## src/rtl/seq_pattern_tx.sv

```systemverilog
// Serial pattern transmitter: latches a WIDTH-bit pattern and a repeat count on start,
// then shifts the pattern out MSB-first, back-to-back, flagging bits with valid and ending with done.
module seq_pattern_tx #(
  parameter int WIDTH = 8,
  parameter int REP_W = 4
) (
  input  logic             clk,
  input  logic             rst,
  input  logic             start,
  input  logic [WIDTH-1:0] pattern,
  input  logic [REP_W-1:0] count,
  output logic             dout,
  output logic             valid,
  output logic             busy,
  output logic             done
);

  localparam int BW = (WIDTH > 1) ? $clog2(WIDTH) : 1;

  typedef enum logic [1:0] {
    IDLE  = 2'd0,
    SHIFT = 2'd1,
    DONE  = 2'd2
  } state_t;

  state_t           state_r;
  logic [WIDTH-1:0] shreg_r;
  logic [WIDTH-1:0] reload_r;
  logic [REP_W-1:0] rep_r;
  logic [BW-1:0]    bit_r;

  // Burst FSM: shift register holds the current repetition with its MSB already on dout.
  always_ff @(posedge clk) begin
    if (!rst) begin
      state_r  <= IDLE;
      shreg_r  <= '0;
      reload_r <= '0;
      rep_r    <= '0;
      bit_r    <= '0;
      dout     <= 1'b0;
      valid    <= 1'b0;
      busy     <= 1'b0;
      done     <= 1'b0;
    end else begin
      case (state_r)
        IDLE: begin
          dout  <= 1'b0;
          valid <= 1'b0;
          busy  <= 1'b0;
          done  <= 1'b0;
          if (start) begin
            if (count != '0) begin
              shreg_r  <= pattern;
              reload_r <= pattern;
              rep_r    <= count;
              bit_r    <= BW'(WIDTH - 1);
              dout     <= pattern[WIDTH-1];
              valid    <= 1'b1;
              busy     <= 1'b1;
              state_r  <= SHIFT;
            end else begin
              busy    <= 1'b1;
              done    <= 1'b1;
              state_r <= DONE;
            end
          end else begin
            state_r <= IDLE;
          end
        end

        SHIFT: begin
          busy <= 1'b1;
          done <= 1'b0;
          if (bit_r != '0) begin
            shreg_r <= {shreg_r[WIDTH-2:0], 1'b0};
            dout    <= shreg_r[WIDTH-2];
            valid   <= 1'b1;
            bit_r   <= bit_r - BW'(1);
          end else if (rep_r > REP_W'(1)) begin
            // Next repetition starts with no gap cycle.
            shreg_r <= reload_r;
            dout    <= reload_r[WIDTH-1];
            valid   <= 1'b1;
            rep_r   <= rep_r - REP_W'(1);
            bit_r   <= BW'(WIDTH - 1);
          end else begin
            dout    <= 1'b0;
            valid   <= 1'b0;
            done    <= 1'b1;
            state_r <= DONE;
          end
        end

        DONE: begin
          dout    <= 1'b0;
          valid   <= 1'b0;
          busy    <= 1'b0;
          done    <= 1'b0;
          state_r <= IDLE;
        end

        default: begin
          dout    <= 1'b0;
          valid   <= 1'b0;
          busy    <= 1'b0;
          done    <= 1'b0;
          state_r <= IDLE;
        end
      endcase
    end
  end

endmodule

```

## config.mk

```make
export PLATFORM = sky130hd
export DESIGN_NAME = seq_pattern_tx
export DESIGN_NICKNAME = d
export VERILOG_FILES = /design/src/rtl/seq_pattern_tx.sv
export SDC_FILE = /design/constraint.sdc
export NUM_CORES = 1
export LEC_CHECK = 0
export CORE_AREA = 2 2 51 53
export DETAILED_ROUTE_END_ITERATION = 16
export DIE_AREA = 0 0 53 55
export DONT_BUFFER_PORTS = 1
export GPL_ROUTABILITY_DRIVEN = 1
export PLACE_DENSITY = 0.74
export SETUP_SLACK_MARGIN = 0.4
export SYNTH_ARGS = -nofsm -noshare
export SYNTH_HDL_FRONTEND = slang
export SYNTH_SLANG_ARGS = --single-unit
```

## constraint.sdc

```tcl
create_clock -name clk -period 2.32 [get_ports clk]
set_input_delay 0.232 -clock clk [delete_from_list [all_inputs] [get_ports clk]]
set_output_delay 0.232 -clock clk [all_outputs]
set_load 0.05 [all_outputs]
```

==> impl_metrics.ini, run 1 <==
[place]
finalWeightedCongestion = 0.785
io_buffers = 0
place_hpwl_um = 2110
place_inst = 179

[critical_path]
crit_required_ps = 2600
cp_slowest_cell = and2_1
crit_family = simple AND/OR/NAND/NOR gates
regToRegSetupSlack_ps = 530
worstRegToRegCells = 6
critPathBufInv = 1
cp.arrival_ps = 2080
worst_setup_path_end_kind = register
r2r_start = bit_r[0]
slowest_delay_ps = 450
crit_chain = inv_1 > ha_1 > nand2b_4 > o41ai_4 > and2_1 > o211a_1
crit_fanout = 11
startpoint_type = register
critPathKind = register to register
worstReg2RegEnd = bit_r[1]

[routing]
vias = 1142
wire_per_inst_um = 16.3
first_pass_iters = 4
drt-initial-drc-count = 23
vias_per_cell = 6.17
drc = 0
routed_wirelength_um = 3020
ant_nets = 0

[cts]
cts.sinks = 28
clk_transition_reported_paths_ps = 160
postCtsSetupBuffers = 0
htree_levels = 1
cts_tree = built
cts_root_buffer = clkbuf_4
clk_latency_ps = 340
cts_max_path_buffers = 2
numCtsBuffers = 3

[pwr]
p_int_uw = 855
peakVddDrop_mv = 0.500
sw_frac_of_total = 0.317
powerDensity_mw_per_mm2 = 842
seq_power_share = 0.481
p_sw_uw = 397
comb_power_share = 0.262
clockPowerShare = 0.257
p_leak_uw = 0.000558

[die]
core.rowCount = 18
initial_core_util = 0.585
chipWidth_um = 53
dieArea_mm2 = 0.00292
core_mm2 = 0.00236
ioPinCount = 19
die_h_um = 55

[sta]
final.setup_skew_ps = 13.4
setup_viol = 0
fin_crit_sh = 0.774
final_hold_viol_count = 0
tightest_slew_ps = 660
relSlewSlack = 0.558
slew_violations = 0
grt_setup_unrepaired = false
fmax_ghz = 0.557
fin_crit_ps = 1790
fin_tns_setup_ps = 0

[synthesis]
ys_seq_area_frac = 0.405
synth_area_leader_cell = dfxtp_1
syn_inst = 155
syn_area_per_cell_um2 = 8.92
syn_nets = 174
synthTopCellsByArea = dfxtp_1, a21oi_1, nand2_1
synth_warnings = 0
synth.distinct_cells = 41
synth_top_area_frac = 0.405
synth-seq-cells = 28
syn_area_mm2 = 0.00138

[global_routing]
grt_usage = 0.225
overflow = 0
grt_pass1_wl_um = 4760
antenna_found_initial = 0
grt_max_degree = 20
grt_pass1_vias = 1082

[layout]
num_antenna_cells = 0
drive_above_1_share = 0.135
area.growth.synth_to_final_pct = 7.51
n_fill_cell = 218
finalNetCount = 175
stdcell_count = 185

[run_status]
status = finished, final reports clean

[min_path]
min-delay-start = pattern[4]
hold_path_end = reload_r[4]
holdCritPathClass = input port to register
hold_depth = 2

[job]
maxCapViolCount = 0
==> power by group through the flow <==
| stage | sequential [uW] | combinational [uW] | clock (uW) |
|---|---|---|---|
| 2_1_floorplan | 601 | 262 | 0 |
| 3_3_place_gp | 609 | 304 | 0 |
| 3_5_place_dp | 611 | 316 | 0 |
| 4_1_cts | 600 | 317 | 324 |
| 5_1_grt | 610 | 363 | 345 |
| 6_report | 602 | 328 | 322 |
==> per-layer routing <==
metal  wire length [um]  track usage
met1               1270        0.267
met2               1540        0.406
met5                  0            0
met4                 65       0.0769
met3                143       0.0430
==> flip-flops by register name, indices dropped and copies added (netlist names) <==
| register | flops |
|---|---|
| reload_r | 8 |
| shreg_r | 7 |
| rep_r | 4 |
| bit_r | 3 |
| state_r | 2 |
| busy | 1 |
| done | 1 |
| dout | 1 |
| valid | 1 |
==> cell usage in the layout (no fill, tap or decap), drive strengths merged <==
cell	instances
dfxtp	28
nand2	20
a21oi	15
nor2	11
a221oi	7
mux2i	6
o21ai	6
a31o	6
inv	5
buf	5
ha	4
nor2b	3
nor3	3
nand3	3
clkbuf	3
nand2b	3
and2	2
o32ai	2
a31oi	2
dlygate4sd3	2
o311ai	2
o31ai	2
nor3b	2
o41ai	1
nor4	1
or3b	1
a22oi	1
o211a	1
a32oi	1
a21o	1
a211oi	1
a211o	1
o21a	1
and3	1
nand4	1
bufinv	1
==> final cells by class <==
class | count | area (um2) | area share
multi-input cells | 111 | 759 | 0.511
flip-flops and latches | 28 | 561 | 0.377
repair buffers | 7 | 57.6 | 0.0387
well taps | 30 | 37.5 | 0.0253
clock inverters | 1 | 30.0 | 0.0202
clock buffers | 3 | 22.5 | 0.0152
inverters | 5 | 18.8 | 0.0126
==> worst reg2reg max path: stages, from the launching register on <==
cell	delay, ps
dfxtp_1	320
inv_1	110
ha_1	250
nand2b_4	110
o41ai_4	300
and2_1	450
o211a_1	220
==> repair_timing <==
action,CTS,global route
setup endpoints to repair,0,12
endpoints found under the hold margin,0,3
hold buffers,0,2
gates resized for setup,0,5
==> stage by stage <==
| step | hold WS [ps] | cell area (um2) | util | total power [uW] | worst slack (ps) |
|---|---|---|---|---|---|
| 6_report | 1.16 | 1490 | 0.629 | 1250 | 525 |
| 2_1_floorplan | 348 | 1380 | - | 863 | 631 |
| 3_5_place_dp | 376 | 1400 | 0.590 | 927 | 431 |
| 3_3_place_gp | 352 | 1400 | 0.590 | 913 | 463 |
| 4_1_cts | 3.49 | 1450 | 0.613 | 1240 | 410 |
| 5_1_grt | 6.79 | 1490 | 0.629 | 1320 | 400 |
==> cell usage after synthesis, drive strengths merged <==
| library cell | number |
|---|---|
| dfxtp | 28 |
| or3b | 1 |
| o31ai | 2 |
| nor2b | 3 |
| a31oi | 2 |
| ha | 4 |
| a21oi | 15 |
| nand3 | 3 |
| o21ai | 6 |
| o211a | 1 |
| a31o | 6 |
| o32ai | 2 |
| a21o | 1 |
| a211o | 1 |
| clkbuf | 5 |
| nand2b | 3 |
| and2 | 2 |
| o21a | 1 |
| o311ai | 2 |
| a211oi | 1 |
| inv | 5 |
| nand4 | 1 |
| mux2i | 6 |
| buf | 6 |
| a221oi | 7 |
| nor2 | 11 |
| nor4 | 1 |
| nor3b | 2 |
| o41ai | 1 |
| nor3 | 3 |
| and3 | 1 |
| a22oi | 1 |
| nand2 | 20 |
| a32oi | 1 |
==> logic make-up after synthesis <==
group                      share of synthesized area
adders and majority gates                     0.0362
DFF                                            0.405
and+or+nand+nor                                0.188
AOI/OAI and AO/OA                              0.269
muxes                                         0.0434
buffers and inverters                         0.0579
==> worst max path at each step <==
stage	startpoint	endpoint	cells after the start
floorplan	bit_r[0]	bit_r[1]	7
global placement	state_r[0]	shreg_r[1]	4
detailed placement	state_r[0]	shreg_r[1]	4
CTS	state_r[0]	shreg_r[1]	4
global route	bit_r[0]	bit_r[1]	6
finish	bit_r[0]	bit_r[1]	6
(Power assumes the default switching activity.)
==> run 2, diff against run 1 <==
==> constraint.sdc (replaced) <==
create_clock -name clk -period 1.7 [get_ports clk]
set_input_delay 0.17 -clock clk [delete_from_list [all_inputs] [get_ports clk]]
set_output_delay 0.17 -clock clk [all_outputs]
set_load 0.05 [all_outputs]
==> run 2 against run 1 <==
Net effect: the flow now finishes with violations (hold timing); via count is 24% higher; sequential share of layout area decreased by 10 points; non-clock buffer count increased by 35; global-route usage up 4.4 points; cell count is 19% higher; highest routed layer unchanged.
==> impl_metrics.ini, run 2 (synthesis results as in run 1) <==
[layout]
finalNetCount = 211
num_antenna_cells = 0
area.growth.synth_to_final_pct = 50.4
stdcell_count = 221
drive_above_1_share = 0.492
n_fill_cell = 120
layout_common_cells = dfxtp_1, buf_4, nand2_1, buf_6, dlygate4sd3_1
reg_top3 = reload_r: 8 flops, shreg_r: 7 flops, rep_r: 4 flops
largest_reg_flops = 8
layout_commonest_cell = dfxtp_1
top_register = reload_r

[critical_path]
cp_slowest_cell = dfxtp_4
r2r_start = rep_r[0]
critPathKind = register to register
critPathBufInv = 3
crit_required_ps = 1960
crit_family = compound AO/OA/AOI/OAI gates
crit_chain = inv_2 > ha_4 > nor2_4 > o41ai_4 > buf_4 > buf_6 > a221oi_2 > a31o_1
worst_setup_path_end_kind = register
startpoint_type = register
slowest_delay_ps = 390
crit_fanout = 6
cp.arrival_ps = 1870
crit_path_start = rep_r[0]

[pwr]
p_leak_uw = 0.000807
p_sw_uw = 753
powerDensity_mw_per_mm2 = 1040
sw_frac_of_total = 0.349
power_uw = 2160
seq_power_share = 0.385
clockPowerShare = 0.214
peakVddDrop_mv = 0.954
p_int_uw = 1410
comb_power_share = 0.401

[die]
core.rowCount = 18
core_mm2 = 0.00236
ioPinCount = 19
dieArea_mm2 = 0.00292
chipWidth_um = 53
die_h_um = 55
initial_core_util = 0.585

[routing]
vias_per_cell = 6.38
wire_per_inst_um = 20.1
vias = 1411
ant_nets = 0
drt-initial-drc-count = 44
routed_wirelength_um = 4440
drc = 0
first_pass_iters = 4

[global_routing]
grt_max_degree = 20
antenna_found_initial = 0
grt_pass1_vias = 1255
grt_usage = 0.268
overflow = 0
grt_pass1_wl_um = 5690

[place]
place_inst = 187
io_buffers = 0
place_hpwl_um = 2250
finalWeightedCongestion = 0.751

[min_path]
min-delay-start = rst
holdCritPathClass = input port to register

[sta]
fin_crit_sh = 0.948
fmax_ghz = 0.621
fin_tns_setup_ps = 0
final.setup_skew_ps = 13.0
tightest_slew_ps = 755
worst_hold_slack_ps = -10.0
grt_setup_unrepaired = true
final_hold_viol_count = 1
fin_crit_ps = 1610
setup_viol = 0
relSlewSlack = 0.496
slew_violations = 0

[run_status]
status = finished with violations
violations = hold timing

[cts]
numCtsBuffers = 3
clk_latency_ps = 350
htree_levels = 1
cts_tree = built
cts_root_buffer = clkbuf_4
cts_max_path_buffers = 2
cts.sinks = 28
clk_transition_reported_paths_ps = 170

[job]
maxCapViolCount = 0
[run 2: changes by cell type in the layout (fill, tap and decap cells not counted), moves of 5 or more]
cell	delta
dlygate4sd3_1	+9
a21oi_1	-9
a221oi_1	-7
buf_4	+14
dfxtp_1	-5
buf_6	+12
nand2_1	-8
a221oi_2	+7
a21oi_2	+9
[run 2: what timing repair did]
action                     4_1_cts  5_1_grt
gates cloned                     0        1
setup endpoints to repair       27       27
hold buffers                    10        1
pin swaps                        9       19
setup buffers                   12        6
hold endpoints to repair        22       10
resized for setup               27       35
[run 2: area by class of cell]
type,instances,area [um2],share of cell area
Clock buffer,3,22.5,0.0108
Timing Repair Buffer,42,388,0.187
Inverter,5,23.8,0.0114
Multi-Input combinational cell,112,1010,0.485
Clock inverter,1,30.0,0.0144
Tap cell,30,37.5,0.0181
Sequential cell,28,569,0.274
[run 2: metrics by stage]
step / utilization / instance area [um2] / worst slack, ps
floorplan: - / 1470 / 146
global placement: 0.644 / 1520 / 52.9
detailed placement: 0.644 / 1520 / 33.5
CTS: 0.797 / 1880 / 128
global route: 0.879 / 2080 / 24.4
finish: 0.879 / 2080 / 88.8
[run 2: per-layer routing]
layer	vias up	GRT usage	routed length, um
met5	-	0	0
met4	0	0.103	161
met3	20	0.0296	196
met2	58	0.477	2300
met1	692	0.334	1780
li1	641	-	-
[run 2: worst paths after layout]
kind                      end  slack (ps)  depth (start not counted)
hold reg to reg   reload_r[4]         480                          2
hold / removal     shreg_r[0]         -10                          2
setup / recovery   shreg_r[6]          90                          8
setup reg to reg   shreg_r[6]          90                          8
[run 2: power by group through the flow]
| stage | clock, uW | combinational, uW | sequential, uW |
|---|---|---|---|
| 5_1_grt | 474 | 915 | 838 |
| 6_report | 462 | 867 | 831 |
| 3_3_place_gp | 0 | 507 | 832 |
| 4_1_cts | 452 | 705 | 824 |
| 3_5_place_dp | 0 | 528 | 833 |
| 2_1_floorplan | 0 | 413 | 829 |
==> run 3, diff against run 2 <==
--- a/config.mk
+++ b/config.mk
@@ -6,10 +6,12 @@
 export NUM_CORES = 1
 export LEC_CHECK = 0
 export CORE_AREA = 2 2 51 53
+export CTS_CLUSTER_DIAMETER = 100
 export DETAILED_ROUTE_END_ITERATION = 16
 export DIE_AREA = 0 0 53 55
 export DONT_BUFFER_PORTS = 1
 export GPL_ROUTABILITY_DRIVEN = 1
+export HOLD_SLACK_MARGIN = 0.12
 export PLACE_DENSITY = 0.74
 export SETUP_SLACK_MARGIN = 0.4
 export SYNTH_ARGS = -nofsm -noshare
==> run 3 against run 2 <==
Net effect: register-to-register slack barely moved; clock power is 2% lower; combinational power is 1% higher; hold slack gained 140 ps; non-clock buffer count grew 2; critical path type unchanged; global-route usage is 0.23 points higher; sequential cell count unchanged; highest routed layer unchanged; via count barely moved; the flow now finishes without violations.
==> impl_metrics.ini, run 3 (synthesis results as in run 1) <==
[job]
maxCapViolCount = 0

[cts]
cts_root_buffer = clkbuf_4
clk_latency_ps = 340
cts_max_path_buffers = 2
clk_transition_reported_paths_ps = 170
cts.sinks = 28
cts_tree = built
numCtsBuffers = 3
htree_levels = 1

[critical_path]
worstReg2RegEnd = shreg_r[6]
crit_required_ps = 1950
cp.arrival_ps = 1860
startpoint_type = register
worst_setup_path_end_kind = register
crit_path_start = rep_r[0]
critPathKind = register to register
worstRegToRegCells = 8
regToRegSetupSlack_ps = 90
r2r_start = rep_r[0]
crit_fanout = 6

[global_routing]
overflow = 0
grt_pass1_wl_um = 5740
grt_usage = 0.270
grt_pass1_vias = 1257
antenna_found_initial = 0
grt_max_degree = 20

[routing]
vias = 1410
wire_per_inst_um = 20.9
vias_per_cell = 6.32
drt-initial-drc-count = 38
ant_nets = 0
first_pass_iters = 4
drc = 0
routed_wirelength_um = 4660

[die]
core.rowCount = 18
initial_core_util = 0.585
ioPinCount = 19
chipWidth_um = 53
die_h_um = 55
core_mm2 = 0.00236
dieArea_mm2 = 0.00292

[min_path]
holdCritPathClass = input port to register
hold_depth = 3
min-delay-start = rst
hold_path_end = shreg_r[3]

[sta]
fin_tns_setup_ps = 0
fmax_ghz = 0.620
final_hold_viol_count = 0
final.setup_skew_ps = 12.2
fin_crit_ps = 1610
relSlewSlack = 0.486
grt_setup_unrepaired = true
tightest_slew_ps = 770
slew_violations = 0
fin_crit_sh = 0.949
setup_viol = 0

[layout]
layout_commonest_cell = dfxtp_1
reg_top3 = reload_r: 8 flops, shreg_r: 7 flops, rep_r: 4 flops
largest_reg_flops = 8
area.growth.synth_to_final_pct = 51.9
layout_common_cells = dfxtp_1, buf_4, dlygate4sd3_1
n_fill_cell = 116
finalNetCount = 213
top_register = reload_r
drive_above_1_share = 0.487
finalInstanceArea_mm2 = 0.00210
num_antenna_cells = 0

[run_status]
status = finished, final reports clean

[place]
io_buffers = 0
finalWeightedCongestion = 0.751
place_area_mm2 = 0.00152
place_hpwl_um = 2250

[pwr]
peakVddDrop_mv = 0.937
powerDensity_mw_per_mm2 = 1030
p_leak_uw = 0.000815
run 3: cell types whose count changed in the layout (fill, tap and decap cells not counted), sizes merged:
cell         before  now
dlygate4sd3      11   13
run 3: repair_timing:
action	in CTS	in global routing
pin swaps	9	19
hold buffers	11	2
endpoints found under the setup margin	27	27
resized for setup	27	35
hold endpoints to repair	25	15
buffers inserted	12	6
cloned	0	1
run 3: per-stage QoR:
stage	util	setup slack, ps	std cells	hold WS, ps	total power [uW]
after floorplan	-	146	155	286	1240
after global placement	0.644	52.9	187	300	1340
after detailed placement	0.644	33.5	187	304	1360
after CTS	0.801	128	214	-68.5	1980
after global routing	0.888	27.5	223	155	2240
final	0.888	86.9	223	134	2160
run 3: cell type report:
class,instances,area (um2),area share
clock buffers,3,22.5,0.0107
well taps,30,37.5,0.0179
multi-input cells,112,1010,0.480
flip-flops and latches,28,569,0.271
inverters,5,23.8,0.0113
repair buffers,44,408,0.194
clock inverters,1,30.0,0.0143
run 3: how the worst max path moves through the flow:
stage,to,cells after the start
floorplan,bit_r[1],7
global placement,rep_r[3],7
detailed placement,rep_r[3],5
CTS,shreg_r[1],5
global route,shreg_r[6],8
finish,shreg_r[6],8
run 3: per-layer routing:
metal / vias to the layer above / routed length [um] / GRT usage
met1: 683 / 1840 / 0.336
met4: 0 / 151 / 0.103
met2: 64 / 2430 / 0.485
met3: 16 / 235 / 0.0269
met5: - / 0 / 0
li1: 647 / - / -
run 3: report_power, final:
| group | switching (uW) | internal, uW | total (uW) |
|---|---|---|---|
| Combinational | 446 | 431 | 877 |
| Clock | 216 | 239 | 454 |
| Sequential | 92.0 | 739 | 831 |
| Total | 754 | 1410 | 2160 |
run 3: critical path, stage by stage, from the launching register on:
cell and delay [ps]:
dfxtp_4 390, inv_2 70, ha_4 140, nor2_4 40, o41ai_4 320, buf_4 180
buf_6 130, a221oi_2 70, a31o_1 190
